File: src/rtl/rpn_sequencer.sv
// rpn_sequencer
//   Feeds RPN tokens, one per cycle, from a small writable program into the
//   operand/operator stack datapath. It tracks stack depth so that a run stops
//   (ERR) before an underflow or overflow reaches the stack. At the end of a
//   successful run it captures the stack top as the result.
//
// Ports
//   clk     : clock, all state changes on the rising edge
//   reset   : synchronous active-high reset
//   we      : program write enable (honoured only in IDLE)
//   waddr   : program write address
//   wdata   : token, [17:16] kind (00 NUM, 01 OP, 10 END, 11 NOP), [15:0] value
//   start   : begin a run from address 0 (honoured in IDLE, DONE, ERR)
//   qtop    : current stack top fed back from the stack
//   num     : push x this cycle
//   op      : apply ALU function x[4:0] this cycle
//   x       : token value, held when num = op = 0
//   result  : qtop captured at the end of a successful run
//   depth   : tracked stack depth
//   busy    : high in RUN or DRAIN
//   done    : high in DONE
//   err     : high in ERR
module rpn_sequencer #(
  parameter int AW     = 4,
  parameter int SDEPTH = 8
) (
  input  logic          clk,
  input  logic          reset,
  input  logic          we,
  input  logic [AW-1:0] waddr,
  input  logic [17:0]   wdata,
  input  logic          start,
  input  logic [15:0]   qtop,
  output logic          num,
  output logic          op,
  output logic [15:0]   x,
  output logic [15:0]   result,
  output logic [3:0]    depth,
  output logic          busy,
  output logic          done,
  output logic          err
);

  typedef enum logic [2:0] {
    S_IDLE,
    S_RUN,
    S_DRAIN,
    S_DONE,
    S_ERR
  } state_t;

  localparam logic [1:0]    K_NUM    = 2'b00;
  localparam logic [1:0]    K_OP     = 2'b01;
  localparam logic [1:0]    K_END    = 2'b10;
  localparam logic [AW-1:0] LAST     = '1;
  localparam logic [3:0]    SDEPTH_L = 4'(SDEPTH);

  state_t          state;
  logic [AW-1:0]   pc;
  logic [17:0]     mem [2**AW];

  logic [17:0]     tok;
  logic [1:0]      kind;
  logic [15:0]     val;
  logic            is_end;

  // Asynchronous fetch; the last slot is forced to END so a run always ends.
  assign tok    = mem[pc];
  assign kind   = tok[17:16];
  assign val    = tok[15:0];
  assign is_end = (pc == LAST) || (kind == K_END);

  // Program store: data only, never reset.
  always_ff @(posedge clk) begin
    if (we && state == S_IDLE) begin
      mem[waddr] <= wdata;
    end
  end

  always_ff @(posedge clk) begin
    if (reset) begin
      state  <= S_IDLE;
      num    <= 1'b0;
      op     <= 1'b0;
      x      <= '0;
      result <= '0;
      depth  <= '0;
      pc     <= '0;
      busy   <= 1'b0;
      done   <= 1'b0;
      err    <= 1'b0;
    end else begin
      num <= 1'b0;
      op  <= 1'b0;
      case (state)
        S_IDLE, S_DONE, S_ERR: begin
          if (start) begin
            state <= S_RUN;
            pc    <= '0;
            depth <= '0;
            busy  <= 1'b1;
            done  <= 1'b0;
            err   <= 1'b0;
          end
        end

        S_RUN: begin
          if (is_end) begin
            // An empty stack at END has no result to report.
            if (depth == 4'd0) begin
              state <= S_ERR;
              busy  <= 1'b0;
              err   <= 1'b1;
            end else begin
              state <= S_DRAIN;
            end
          end else if (kind == K_NUM) begin
            if (depth == SDEPTH_L) begin
              state <= S_ERR;
              busy  <= 1'b0;
              err   <= 1'b1;
            end else begin
              num   <= 1'b1;
              x     <= val;
              depth <= depth + 4'd1;
              pc    <= pc + 1'b1;
            end
          end else if (kind == K_OP) begin
            // value[4] selects unary (needs 1 operand) vs binary (needs 2).
            if (depth < (val[4] ? 4'd1 : 4'd2)) begin
              state <= S_ERR;
              busy  <= 1'b0;
              err   <= 1'b1;
            end else begin
              op    <= 1'b1;
              x     <= val;
              depth <= val[4] ? depth : depth - 4'd1;
              pc    <= pc + 1'b1;
            end
          end else begin
            pc <= pc + 1'b1;
          end
        end

        // One spare cycle lets the stack absorb the last issued token
        // before its top is captured.
        S_DRAIN: begin
          result <= qtop;
          state  <= S_DONE;
          busy   <= 1'b0;
          done   <= 1'b1;
        end

        default: begin
          state <= S_IDLE;
          busy  <= 1'b0;
        end
      endcase
    end
  end

endmodule

File: config.mk
export PLATFORM = sky130hd
export DESIGN_NAME = rpn_sequencer
export DESIGN_NICKNAME = d
export VERILOG_FILES = /design/src/rtl/rpn_sequencer.sv
export SDC_FILE = /design/constraint.sdc
export NUM_CORES = 1
export LEC_CHECK = 0
export ABC_AREA = 1
export BUFFER_PORTS_ARGS = -buffer_cell sky130_fd_sc_hd__buf_2
export CORE_UTILIZATION = 55
export CTS_CLUSTER_SIZE = 16
export DETAILED_ROUTE_END_ITERATION = 8
export HOLD_SLACK_MARGIN = 0.1
export PLACE_DENSITY_LB_ADDON = 0.25
export REMOVE_ABC_BUFFERS = 1
export SETUP_SLACK_MARGIN = 0.02
export SLEW_MARGIN = 20
export SYNTH_ARGS = -nofsm -noshare
export SYNTH_HDL_FRONTEND = slang
export SYNTH_SLANG_ARGS = --single-unit
File: constraint.sdc
create_clock -name clk -period 2.9 [get_ports clk]
set_input_delay 0.145 -clock clk [delete_from_list [all_inputs] [get_ports clk]]
set_output_delay 0.145 -clock clk [all_outputs]
set_load 0.01 [all_outputs]
# == Word-level counts from Yosys, hierarchy flattened ==
# Memories as Yosys holds them, arrays and structs flattened. A register that Yosys moved wholly into a read port is not among the register bits.
# Index checks and enable logic that the tools add are counted.
# totals
elab_cells,108
mem_count,1
mem_bits_rw,288
in_bits,42
output_inout_bits,41
register_bits,48
# op_classes
n_eq_ne,21
bitwise_logic,4
mux,50
magnitude_cmp,1
n_reduce_logical,18
add_sub_neg,3
# memory_table
name,depth,word_bits,read_ports,rd_clocked_by_memory_dff,wr,line,source
mem,16,18,1,1,1,60,logic [17:0] mem [2**AW];
# ops
operator,n
two-way mux 16 bit,4
two-way mux 4 bit,14
two-way mux 3 bit,7
two-way mux 1 bit,18
!= test 4 bit (second input constant),4
case mux 4 bit (2 select lines),2
!= test 3 bit (second input constant),5
AND reduction 5 bit,3
case mux 3 bit (3 select lines),1
adder 4 x 1 -> 4 bit (second input constant),2
equality test 4 bit (second input constant),2
!= test 2 bit (second input constant),4
AND reduction 7 bit,1
equality test 3 x 2 -> 1 bit (second input constant),2
case mux 1 bit (2 select lines),3
AND reduction 6 bit,1
nonzero test 2 bit,3
OR reduction 5 bit,1
logical NOT 4 bit,1
less-than comparator 4 x 2 -> 1 bit,1
inverter 1 bit,4
AND reduction 4 bit,1
OR reduction 4 bit,1
subtractor 4 x 1 -> 4 bit (second input constant),1
11 further kinds,11

# == Longest topological paths before layout ==
# logic_depth
ltp_word,9
depth_mapped,20

# == Least setup slack after synthesis ==
# No wires, ideal clock.
# synth_timing
path_kind,reg-to-reg
startpoint,register with a tool-made name
endpoint,register depth[3]
synth_period_minus_slack_ns,2.298
path_stages_with_launch,21
setup_time_ns,0.064
required_ns,2.836
arrival_time_ns,2.235
path_slack_ns,0.602
path_buffers,2
path_cell_list,dfxtp_1 > buf_6 > inv_6 > buf_6 > nand2_1 > nand3_1 > nand3_1 > nand3_2 > nand2_2 > nor2_4 > inv_1 > ha_1 > a21oi_1 > nand2_1 > xor2_1 > inv_1 > a21oi_1 > o21ai_0 > nand3_1 > nand2_1 > nor2_1
# synth_rtl
item,line,source
to (signal assigned),125,depth <= depth + 4'd1;
to (signal assigned),137,depth <= val[4] ? depth : depth - 4'd1;
to (decl),38,"output logic [3:0] depth,"

==> reports/results.ini <==
[logic_synthesis]
netlist-cell-type-count=35
synth-xor-area-share_pct=0.192
synth_ff_type=edfxtp_1
post_synth_and_or_nand_nor_area_fraction_pct=12.4
synth_edf_count=288
synth-compound-area-share_pct=11.6
netlist_top_cells_count=edfxtp_1 (288), nor2_1 (199), o21ai_0 (143), nand2_1 (119), inv_1 (70)
yosysWarnings=0
yosys.area.top_type=edfxtp_1
syn_area_um2=13700
synth_area_leaders=edfxtp_1 (63%), dfxtp_1 (7.6%), nor2_1 (5.5%)
yosysSeqAreaShare_pct=70.9
synthAdderAreaFrac_pct=0.513
synth_top_area_share_pct=63.3
post-synth-top-count-cell=edfxtp_1
synth_top_family_by_area=simple AND/OR/NAND/NOR gates
synth.mux.area_fraction_pct=0
ys_seq_elements=340
async_flop_share_pct=0
syn_area_per_cell_um2=11.8
postSynthCellCount=1161

[floorplanning]
pin_count=83
rows=57
initial_core_util_pct=56.2
fp.dieH_um=160
core_um2=24300
die_width_um=160
die_area_um2=25500

[drt]
wirelength_mm=32.3
drc=0
ant_nets=0
first_pass_iters=5
wl_per_cell_um=19.7
viasPerCell=5.69
vias=9340
first_iter_violations=834

[cts]
clock_latency_ns=0.52
cts_buffers=35
cts_buffer_depth=3
root_buffer=clkbuf_16
cts_tree=done
cts_sinks=340
cts_htree_levels=2
clk_pin_slew_worst_paths_ns=0.06

[timing]
period_needed_ns=2.66
worst_slew_pin_slew_ns=0.641
timing.fmax_mhz=376
post-route-period-util_pct=91.7
fin_skew_ns=0.0185
finalSetupViolCount=0
hold_viol_final=0
slew_viol_final=0
rsz0062_at_grt=false
slew_headroom_pct=57.2

[worst_setup_path]
required_ns=3.31
crit_path_end_kind=flip-flop
start_kind=flip-flop
crit_arrival_ns=3.06
worst-setup-path-type=reg2reg
path_max_fanout=41

[power]
leakagePower_nw=5.80
ir_worst_vdd_mv=0.676
p_per_area_nw_per_um2=887

[global_route]
grt_max_degree=65
antenna_found_initial=0
grt-ovfl-total=0
groute.usage.overall_pct=25.7
grt_pass1_wl_mm=50.0
grt_pass1_vias=9052

[final_layout]
fillers=1793
layout.cells.non_filler=1642
fin_util_pct=65.7
area_growth_syn_to_layout_pct=16.9
drive_above_1_share_pct=15.9
final_area_um2=16000
num_antenna_cells=0
final_nets=1338

[min_path]
hold_class=in2reg
min_from=waddr[1]

[run]
drv_cap=0

[placed_design]
dp_cells=1541
place_hpwl_mm=17.8
dpl_cell_area_um2=14500
place_congestion=0.852
port_buffers=82

[status]
outcome=finished clean

critical path, stage by stage, from the launching register on:
cell     delay, ns
dfxtp_4       0.50
buf_6         0.33
nand2_1       0.10
nand3_1       0.09
nand3_1       0.08
nand3_1       0.11
nand2_2       0.10
ha_1          0.19
nor2_1        0.23
nand3_1       0.19
nand2_4       0.26
inv_4         0.16
nor2_1        0.13
nor2_1        0.07
where the power goes:
group          internal [mW]  switching (mW)  total (mW)
registers               5.62           0.236        5.86
logic                   1.32            2.73        4.05
clock network           2.46            1.79        4.25
total                   9.41            4.76        14.2
layout make-up:
class                      count  area, um2  share of cell area (%)
clock inverter                13        101                   0.634
multi-input combinational    682       3420                    21.4
tap                          324        405                    2.54
inverter                      74        288                    1.80
sequential                   340       9700                    60.7
timing repair buffer         158       1080                    6.74
clock buffer                  51        987                    6.18
per-stage QoR:
step,setup slack [ns],hold slack [ns],power [mW],setup TNS [ns]
4_1_cts,0.127,0.204,14.2,0
3_5_place_dp,0.162,0.406,9.92,0
3_3_place_gp,0.320,0.403,9.80,0
5_1_grt,0.0212,0.235,14.9,0
2_1_floorplan,-2.26,0.214,8.62,-65.13
6_report,0.241,0.211,14.2,0
final timing paths:
path | endpoint | slack [ns] | cells after the start
worst max-delay path | x[0]$_SDFFE_PP0P_ | 0.24 | 13
worst min-delay path | mem[6][16]$_DFFE_PP_ | 0.21 | 3
worst max register to register | x[0]$_SDFFE_PP0P_ | 0.24 | 13
worst min register to register | result[8]$_SDFFE_PP0P_ | 0.44 | 2
logic make-up (layout without fill, tap and decap cells):
kind of cell | after synthesis | in the layout
buffers and inverters | 139 | 296
xor gates and xnor gates | 3 | 3
AOI/OAI and AO/OA | 270 | 270
and+or+nand+nor | 404 | 404
adders and majority gates | 5 | 5
DFF | 340 | 340
metal layers:
| layer | vias to the layer above | track usage, % | share of wire, % |
|---|---|---|---|
| li1 | 4424 | - | - |
| met1 | 4465 | 33.9 | 42 |
| met2 | 370 | 43.3 | 48 |
| met3 | 81 | 3.71 | 6.7 |
| met4 | 0 | 10.1 | 3.2 |
| met5 | - | 0 | 0 |
layout by cell type (no fill, tap or decap), types with 3 or more instances in the layout:
cell type and n:
nand3_1 60, nor2_1 183, nor2_2 16, nand2_1 119, a21oi_1 35, o211ai_1 17
edfxtp_1 288, o22ai_1 17, clkbuf_8 3, clkinv_2 4, clkbuf_16 36, o21ai_0 143
dlygate4sd3_1 37, buf_2 82, nand4_1 5, inv_1 70, o221ai_1 43, ha_1 4
clkbuf_1 12, o21ai_1 12, dfxtp_1 49, buf_4 38, clkinv_1 6, nand2_2 7
nand3_2 6
state kept, by name, summed over array words and instances, names as in the netlist, named ones only:
name,cells
num,1
pc,4
depth,4
op,1
busy,1
state,3
result,16
done,1
x,16
mem,288
err,1
what timing repair did:
item	4_1_cts	5_1_grt
hold buffers	37	0
endpoints found under the hold margin	314	0
gates resized for setup	0	2
endpoints found under the setup margin	0	14
setup buffers	0	0
Note: power is estimated with default switching activity, not from simulation.
